**config.mk**
```make
export PLATFORM = sky130hd
export DESIGN_NAME = cbd_poly_buffer_flat
export DESIGN_NICKNAME = d
export VERILOG_FILES = /design/src/rtl/cbd_poly_buffer_if.sv /design/src/rtl/cbd_poly_buffer.sv /design/src/flat_wrapper.sv
export SDC_FILE = /design/constraint.sdc
export NUM_CORES = 2
export LEC_CHECK = 0
export ABC_CLOCK_PERIOD_IN_PS = 4900
export CAP_MARGIN = 20
export CORE_MARGIN = 2
export CORE_UTILIZATION = 30
export CTS_CLUSTER_DIAMETER = 30
export CTS_CLUSTER_SIZE = 16
export DETAILED_ROUTE_END_ITERATION = 16
export PLACE_DENSITY_LB_ADDON = 0.25
export SLEW_MARGIN = 20
export SYNTH_ARGS = -nofsm -noshare
export SYNTH_HDL_FRONTEND = slang
export SYNTH_SLANG_ARGS = --single-unit
```
**constraint.sdc**
```tcl
create_clock -name clk -period 4.9 [get_ports clk]
set_clock_uncertainty 0.05 [all_clocks]
set_input_delay 0.98 -clock clk [delete_from_list [all_inputs] [get_ports clk]]
set_output_delay 0.98 -clock clk [all_outputs]
set_load 0.03 [all_outputs]
```
**src/rtl/cbd_poly_buffer_if.sv**
```systemverilog
// Bundles the sampler-facing write side, the NTT-facing read port and the status flags of cbd_poly_buffer.
interface cbd_poly_buffer_if;
    logic        in_valid;
    logic [47:0] in_data;
    logic        in_ready;
    logic        clear;
    logic        rd_en;
    logic [7:0]  rd_addr;
    logic [11:0] rd_data;
    logic        poly_valid;
    logic [6:0]  wr_count;
    logic        overflow;
    logic        bad_coef;

    modport master (
        output in_valid, in_data, clear, rd_en, rd_addr,
        input  in_ready, rd_data, poly_valid, wr_count, overflow, bad_coef
    );

    modport slave (
        input  in_valid, in_data, clear, rd_en, rd_addr,
        output in_ready, rd_data, poly_valid, wr_count, overflow, bad_coef
    );
endinterface

```
**src/rtl/cbd_poly_buffer.sv**
```systemverilog
// Stores one CBD-sampled polynomial (four 12-bit lanes per word), reduced into [0, Q),
// and serves it through a registered random-access read port.
module cbd_poly_buffer #(
    parameter int Q      = 3329,
    parameter int COEF_W = 12,
    parameter int N      = 256
) (
    input  logic              clk,
    input  logic              reset,
    cbd_poly_buffer_if.slave  bus
);
    localparam int WORDS = N / 4;
    localparam logic [COEF_W-1:0] NEG_OFFSET = COEF_W'((1 << COEF_W) - Q);

    typedef enum logic {FILL, FULL} state_t;

    state_t              state_q, state_d;
    logic [6:0]          wrCount_q, wrCount_d;
    logic                overflow_q, overflow_d;
    logic                badCoef_q, badCoef_d;
    logic [COEF_W-1:0]   rdData_q, rdData_d;
    logic                wrEn;
    logic [4*COEF_W-1:0] reducedWord;
    logic                anyIllegal;
    logic [4*COEF_W-1:0] rdWord;
    logic [4*COEF_W-1:0] mem_q [WORDS];

    // Negative lanes wrap to x - 2^12 + Q; legality is judged on the raw two's-complement value.
    always_comb begin
        reducedWord = '0;
        anyIllegal  = 1'b0;
        for (int j = 0; j < 4; j++) begin
            logic [COEF_W-1:0] lane;
            lane = bus.in_data[j*COEF_W +: COEF_W];
            reducedWord[j*COEF_W +: COEF_W] = lane[COEF_W-1] ? (lane - NEG_OFFSET) : lane;
            if (!(lane == 12'h000 || lane == 12'h001 || lane == 12'h002 ||
                  lane == 12'hFFE || lane == 12'hFFF)) begin
                anyIllegal = 1'b1;
            end
        end
    end

    // clear beats a same-cycle in_valid, so a discarded word never touches count or flags.
    always_comb begin
        state_d    = state_q;
        wrCount_d  = wrCount_q;
        overflow_d = overflow_q;
        badCoef_d  = badCoef_q;
        wrEn       = 1'b0;
        if (bus.clear) begin
            state_d    = FILL;
            wrCount_d  = '0;
            overflow_d = 1'b0;
            badCoef_d  = 1'b0;
        end else if (bus.in_valid) begin
            if (state_q == FILL) begin
                wrEn      = 1'b1;
                wrCount_d = wrCount_q + 7'd1;
                if (anyIllegal) begin
                    badCoef_d = 1'b1;
                end
                if (wrCount_q == 7'(WORDS - 1)) begin
                    state_d = FULL;
                end
            end else begin
                overflow_d = 1'b1;
            end
        end
    end

    always_ff @(posedge clk or posedge reset) begin
        if (reset) begin
            state_q    <= FILL;
            wrCount_q  <= '0;
            overflow_q <= 1'b0;
            badCoef_q  <= 1'b0;
        end else begin
            state_q    <= state_d;
            wrCount_q  <= wrCount_d;
            overflow_q <= overflow_d;
            badCoef_q  <= badCoef_d;
        end
    end

    always_ff @(posedge clk) begin
        if (wrEn) begin
            mem_q[wrCount_q[5:0]] <= reducedWord;
        end
    end

    always_comb begin
        rdWord   = mem_q[bus.rd_addr[7:2]];
        rdData_d = rdData_q;
        if (bus.rd_en) begin
            case (bus.rd_addr[1:0])
                2'd0:    rdData_d = rdWord[0*COEF_W +: COEF_W];
                2'd1:    rdData_d = rdWord[1*COEF_W +: COEF_W];
                2'd2:    rdData_d = rdWord[2*COEF_W +: COEF_W];
                default: rdData_d = rdWord[3*COEF_W +: COEF_W];
            endcase
        end
    end

    // Reading the array before the write lands gives read-before-write on a shared word.
    always_ff @(posedge clk or posedge reset) begin
        if (reset) begin
            rdData_q <= '0;
        end else begin
            rdData_q <= rdData_d;
        end
    end

    assign bus.rd_data    = rdData_q;
    assign bus.poly_valid = (state_q == FULL);
    assign bus.in_ready   = (state_q == FILL);
    assign bus.wr_count   = wrCount_q;
    assign bus.overflow   = overflow_q;
    assign bus.bad_coef   = badCoef_q;
endmodule

```
**src/flat_wrapper.sv**
```systemverilog
// flat-port wrapper written by rule: the top's interface ports become plain ports
module cbd_poly_buffer_flat 
#(
    parameter int Q      = 3329,
    parameter int COEF_W = 12,
    parameter int N      = 256
)
  (clk, reset, bus_in_valid, bus_in_data, bus_clear, bus_rd_en, bus_rd_addr, bus_in_ready, bus_rd_data, bus_poly_valid, bus_wr_count, bus_overflow, bus_bad_coef);
  cbd_poly_buffer_if bus_i ();
  input  logic clk;
  input  logic reset;
  input wire logic [$bits(bus_i.in_valid)-1:0] bus_in_valid;
  input wire logic [$bits(bus_i.in_data)-1:0] bus_in_data;
  input wire logic [$bits(bus_i.clear)-1:0] bus_clear;
  input wire logic [$bits(bus_i.rd_en)-1:0] bus_rd_en;
  input wire logic [$bits(bus_i.rd_addr)-1:0] bus_rd_addr;
  output wire logic [$bits(bus_i.in_ready)-1:0] bus_in_ready;
  output wire logic [$bits(bus_i.rd_data)-1:0] bus_rd_data;
  output wire logic [$bits(bus_i.poly_valid)-1:0] bus_poly_valid;
  output wire logic [$bits(bus_i.wr_count)-1:0] bus_wr_count;
  output wire logic [$bits(bus_i.overflow)-1:0] bus_overflow;
  output wire logic [$bits(bus_i.bad_coef)-1:0] bus_bad_coef;
  assign bus_i.in_valid = bus_in_valid;
  assign bus_i.in_data = bus_in_data;
  assign bus_i.clear = bus_clear;
  assign bus_i.rd_en = bus_rd_en;
  assign bus_i.rd_addr = bus_rd_addr;
  assign bus_in_ready = bus_i.in_ready;
  assign bus_rd_data = bus_i.rd_data;
  assign bus_poly_valid = bus_i.poly_valid;
  assign bus_wr_count = bus_i.wr_count;
  assign bus_overflow = bus_i.overflow;
  assign bus_bad_coef = bus_i.bad_coef;
  cbd_poly_buffer #(.Q(Q), .COEF_W(COEF_W), .N(N)) u_core (.clk(clk), .reset(reset), .bus(bus_i));
endmodule
```
# After elaboration in Yosys (flattened, before gate mapping)
# Memory sizes are Yosys's and may differ from the RTL's.
# Cells that the tools add are included.
# classes
addsub	5
n_eq_ne	20
mux	28
n_bitwise	1
reduce_logical	27
# op_table
operator	n
12-bit equality test, second input constant	8
12-bit by 1-bit equality test with 1-bit output, second input constant	4
12-bit by 2-bit equality test with 1-bit output, second input constant	4
12-bit logical NOT	4
12-bit 2-to-1 mux	4
12-bit by 10-bit subtractor with 12-bit output, second input constant	4
12-bit case mux with 3 select lines	1
7-bit 2-to-1 mux	3
1-bit 2-to-1 mux	20
1-bit logical OR	16
7-bit by 1-bit adder with 7-bit output, second input constant	1
7-bit by 6-bit equality test with 1-bit output, second input constant	1
2-bit nonzero test	3
2-bit AND reduction	2
3-bit AND reduction	1
2-bit by 1-bit equality test with 1-bit output, second input constant	1
2-bit equality test, second input constant	1
2-bit logical NOT	1
2-bit != test, second input constant	1
1-bit inverter	1
# word_totals
reg_bits	22
mem_bits_rw	3072
out_inout_bits	23
memories	1
# mem_list
memory	words	word_bits	rd	rd_ports_with_merged_regs	wr	line_no	source
u_core.mem_q	64	48	1	0	1	cbd_poly_buffer.sv:26	logic [4*COEF_W-1:0] mem_q [WORDS];

# Logic depth before layout (Yosys ltp)
# depth
word_depth	13
depth_mapped	12
mapped_depth_nobuf	7

# Least setup slack after synthesis
# OpenSTA, ideal clock, no wires.
# synth_path
kind	in2reg
start	input port bus_in_data[23]
end	memory u_core.mem_q[0][23] in the netlist's numbering (data pin)
arrival_ns	3.954
slack_ns	0.195
cell_stages	3
path_buffers	1
cell_sequence	clkbuf_1 > a22oi_1 > o21ai_0
# synth_between
elab_chain_len	2
# synth_lines
item	line_no	source
start: declaration	flat_wrapper.sv:13	input wire logic [$bits(bus_i.in_data)-1:0] bus_in_data;
12-bit by 10-bit subtractor with 12-bit output	cbd_poly_buffer.sv:35	reducedWord[j*COEF_W +: COEF_W] = lane[COEF_W-1] ? (lane - NEG_OFFSET) : lane;
12-bit 2-to-1 mux *	cbd_poly_buffer.sv:35	
named net u_core.reducedWord[23]	cbd_poly_buffer.sv:23	logic [4*COEF_W-1:0] reducedWord;
end: declaration	cbd_poly_buffer.sv:26	
# Mark *: on every way through the listed nets, which the timed path passes. The rest lies on a longest branch.

# Worst setup path in the final report
# layout_path
start	input port bus_rd_addr[7]
end	register u_core.rdData_q[11] (netlist: u_core.bus.rd_data[11])
# layout_between
elab_chain_len	2
# layout_lines
item	line_no	source
start: declaration	flat_wrapper.sv:16	input wire logic [$bits(bus_i.rd_addr)-1:0] bus_rd_addr;
memory read 64 x 48 bit	n/a	
12-bit case mux with 3 select lines	cbd_poly_buffer.sv:95	case (bus.rd_addr[1:0])
end signal: assignment	cbd_poly_buffer.sv:109	rdData_q <= rdData_d;
end: declaration	cbd_poly_buffer.sv:21	logic [COEF_W-1:0] rdData_q, rdData_d;
# No other way between the ends.
# A chain may end at the register's enable or synchronous reset.

==> summary.md <==
| Metric | Value |
|---|---|
| Status | completed |
| Nets | 6236 |
| Post-synthesis area per instance | roughly 23 um2 |
| Layout area overhead | 26.94% |
| Achievable Freq | roughly 220 MHz |
| Finished Cell Area | 151900 um2 |
| PnR worst setup slack | approximately 410 ps |
| Worst rel slew slack | 0.1568 |
| CTS tree | yes |
| M2 GR Usage | 0.3284 |
| CTS Sinks | 3094 |
| Post-synthesis register bit count | 3094 |
| HPWL after DPL | around 230000 um |
| Setup TNS | 0 ps |
| Setup violators final | 0 |
| Pin count of the biggest net entering global routing | 65 |
| Clk slew on worst S/H paths | 50 ps |
| Yosys cell types | 65 |
| Cells after Synth | between 5000 and 6000 |
| Hold Crit Class | flop to flop |
| Post-CTS Setup Bufs | 0 |
| Ys flop type | edfxtp_1 |
| Worst skew pair latency | approximately 1000 ps |
| DRC viols | 0 |
| Worst Path Arrival | 5330 ps |
| Final wirelength | approximately 410000 um |
| CTS max path bufs | 4 |
| CTS buffer count | 590 |
| IO buf count | 83 |
| # rows | 231 |
| Hold WS | 448.1 ps |
| Minimum clock period | about 4500 ps |
| Syn Nets | 5396 |
| Worst Setup Start Kind | input pin |
| Wire length per cell | 34.73 um |
| IO Count | between 80 and 90 |
| Number of max-cap violations | 0 |
| Cts hold-fix bufs | 0 |
| Sequential-to-total area share from yosys stat | 0.7755 |
| Final Slew Violations | 0 |
| Maximum vdd drop | 368.1 uV |
| Share of cells above drive strength 1 | 0.3523 |
| Synthesized cell area | about 120000 um2 |
| Antenna violations before repair | 15 |
| Number of global-route vias before repair | between 60000 and 70000 |
| Crit path kind | input pin to flop |
| Final GP Congestion | between 0.8 and 0.9 |
| Post-synth EDFFs | 3072 |
| Worst EP required | around 5800 ps |
| RSZ-0062 raised after global routing | false |
| Max Fanout on Critical Path | 16 |
| Met1 Track Usage GR | 0.2705 |
| Synth async-reset ratio | 0.007111 |
| Met3 usage | 0.03310 |
| Post-route ant nets | 0 |
| Clock Tree Root | clkbuf_16 |
| Place WS | -313.6 ps |
| Die span in y | between 600 and 700 um |
| Vias per inst | 5.401 |
| DRT iter0 DRCs | 8565 |
| Initial core utilization | 0.3018 |
| Via count | around 64000 |
| Total gr overflow | 0 |
| Leak | 0.04866 uW |
| Synth warn | 0 |
| GR peak layer | met2 |
| Total power draw | 73660 uW |
| Global-route wire length before repair | 556800 um |
| Area post-placement | 131700 um2 |
| Critical Path End Type | flop |
| Final Hold Viols | 0 |
| DIE AREA | 403900 um2 |
| Fin crit share | 0.9156 |
| Power Density | 484.9 nW/um2 |
| Die width | 635.6 um |
| Area of the core | 396500 um2 |
| Global Route Usage Sum | 0.1992 |
| Fill cells | 35660 |
| H-tree lvl count | 6 |
| TritonRoute pass-1 iters | 5 |
| Post-CTS sizing | 0 |
| Worst-Margin Slew | approximately 1300 ps |
cells by family (layout without fill, tap and decap cells):
logic type / count (synthesis) / in the layout / share of synthesized area
fa+ha+maj: 17 / 17 / 0.001777
simple gates: 561 / 561 / 0.02127
compound gates: 349 / 349 / 0.01998
xor+xnor: 45 / 45 / 0.003294
flops: 3094 / 3094 / 0.7755
buf+inv: 304 / 1633 / 0.01371
other cells: 0 / 5 / 0
mux: 948 / 948 / 0.1645
critical path, stage by stage:
cell	delay, ps
buf_2	670
buf_4	480
nor2b_1	80
buf_4	190
and2_1	410
nand2_1	430
o22ai_1	270
o21ai_0	1020
o21ai_0	470
a31oi_1	250
area by class of cell:
cell class / count / area (um2) / share of cell area
antenna: 5 / 12.51 / 0.00008237
clock buffer: 683 / 15400 / 0.1014
clock inverter: 398 / 4765 / 0.03137
inverter: 17 / 81.33 / 0.0005354
multi-input combinational: 1920 / 26270 / 0.1730
sequential: 3094 / 92800 / 0.6109
tap: 5242 / 6559 / 0.04318
timing repair buffer: 535 / 6016 / 0.03960
synth_stat cells, drive strengths merged (16+ instances only):
library cell | n | area, um2
a22oi | 37 | 277.8
xnor2 | 30 | 262.8
mux2i | 119 | 1191
a31oi | 20 | 125.1
dfrtp | 22 | 550.5
nand4 | 30 | 187.7
o21ai | 47 | 235.2
nor3 | 22 | 110.1
mux4 | 813 | 18310
and3 | 26 | 162.7
clkbuf | 114 | 427.9
buf | 173 | 1149
a21oi | 62 | 310.3
nand2 | 227 | 852.1
inv | 16 | 60.06
a211oi | 20 | 150.1
edfxtp | 3072 | 92250
o221ai | 22 | 192.7
nand3 | 40 | 200.2
mux2 | 16 | 180.2
nor2 | 139 | 521.8
ha | 17 | 212.7
o22ai | 49 | 306.5
registers in the layout, summed over array words and instances, names as in the netlist:
name and cells:
u_core.bus.overflow 1, u_core.mem_q 3072, u_core.bus.wr_count 7, u_core.bus.bad_coef 1, u_core.bus.rd_data 12, u_core.bus.poly_valid 1
path summary, 6_finish.rpt:
| path | startpoint | endpoint | slack, ps | cells after the start |
|---|---|---|---|---|
| min in group asynchronous | reset | u_core.bus.wr_count[1] | 500 | 2 |
| max in group asynchronous | reset | u_core.bus.rd_data[6] | 3350 | 3 |
| setup / recovery | bus_rd_addr[7] | u_core.bus.rd_data[11] | 410 | 10 |
| hold / removal | u_core.bus.bad_coef | u_core.bus.bad_coef | 450 | 2 |
| hold reg to reg | u_core.bus.bad_coef | u_core.bus.bad_coef | 450 | 2 |
| setup reg to reg | u_core.bus.wr_count[3] | u_core.mem_q[15][8] | 1740 | 3 |
layer usage:
metal,part of all wire,wire [um]
met4,0.031,12720
met5,0.000087,36
met2,0.49,200700
met1,0.41,168100
met3,0.076,31580
layout by cell type, fill, tap and decap left out, types with 16 or more instances in the layout:
master	synthesis	final
dfrtp_1	22	22
a21oi_1	62	62
nor3_1	22	22
clkinv_1	1	86
a22oi_1	37	37
xnor2_2	0	28
clkdlybuf4s50_1	0	76
clkinv_4	0	26
nand2_1	227	227
clkbuf_1	114	78
edfxtp_1	3072	3072
nor2_1	139	73
o22ai_1	49	49
o21ai_0	47	39
ha_1	17	17
a211oi_1	20	19
mux4_2	813	813
and3_1	26	26
inv_6	0	38
a31oi_1	20	20
mux2_2	16	16
clkinv_2	0	78
bufinv_16	0	82
mux2i_1	119	119
clkinvlp_4	0	60
buf_4	57	312
nand4_1	30	30
nor2_4	0	64
buf_12	0	140
o221ai_1	22	22
nand3_1	40	39
clkbuf_16	0	602
power breakdown:
group / total, uW / leakage (uW) / switching (uW) / internal [uW]
Combinational: 3300 / 0.0112 / 2140 / 1150
Sequential: 29600 / 0.0278 / 84.8 / 29500
Clock: 40800 / 0.00967 / 13800 / 26900
through the flow:
| step | instances | utilization |
|---|---|---|
| finish | 11890 | 0.3831 |
| floorplan | 5318 | - |
| global route | 11890 | 0.3830 |
| CTS | 11890 | 0.3829 |
| detailed placement | 10810 | 0.3320 |
| global placement | 10810 | 0.3320 |
No activity file was read; power rests on OpenSTA's default activity.
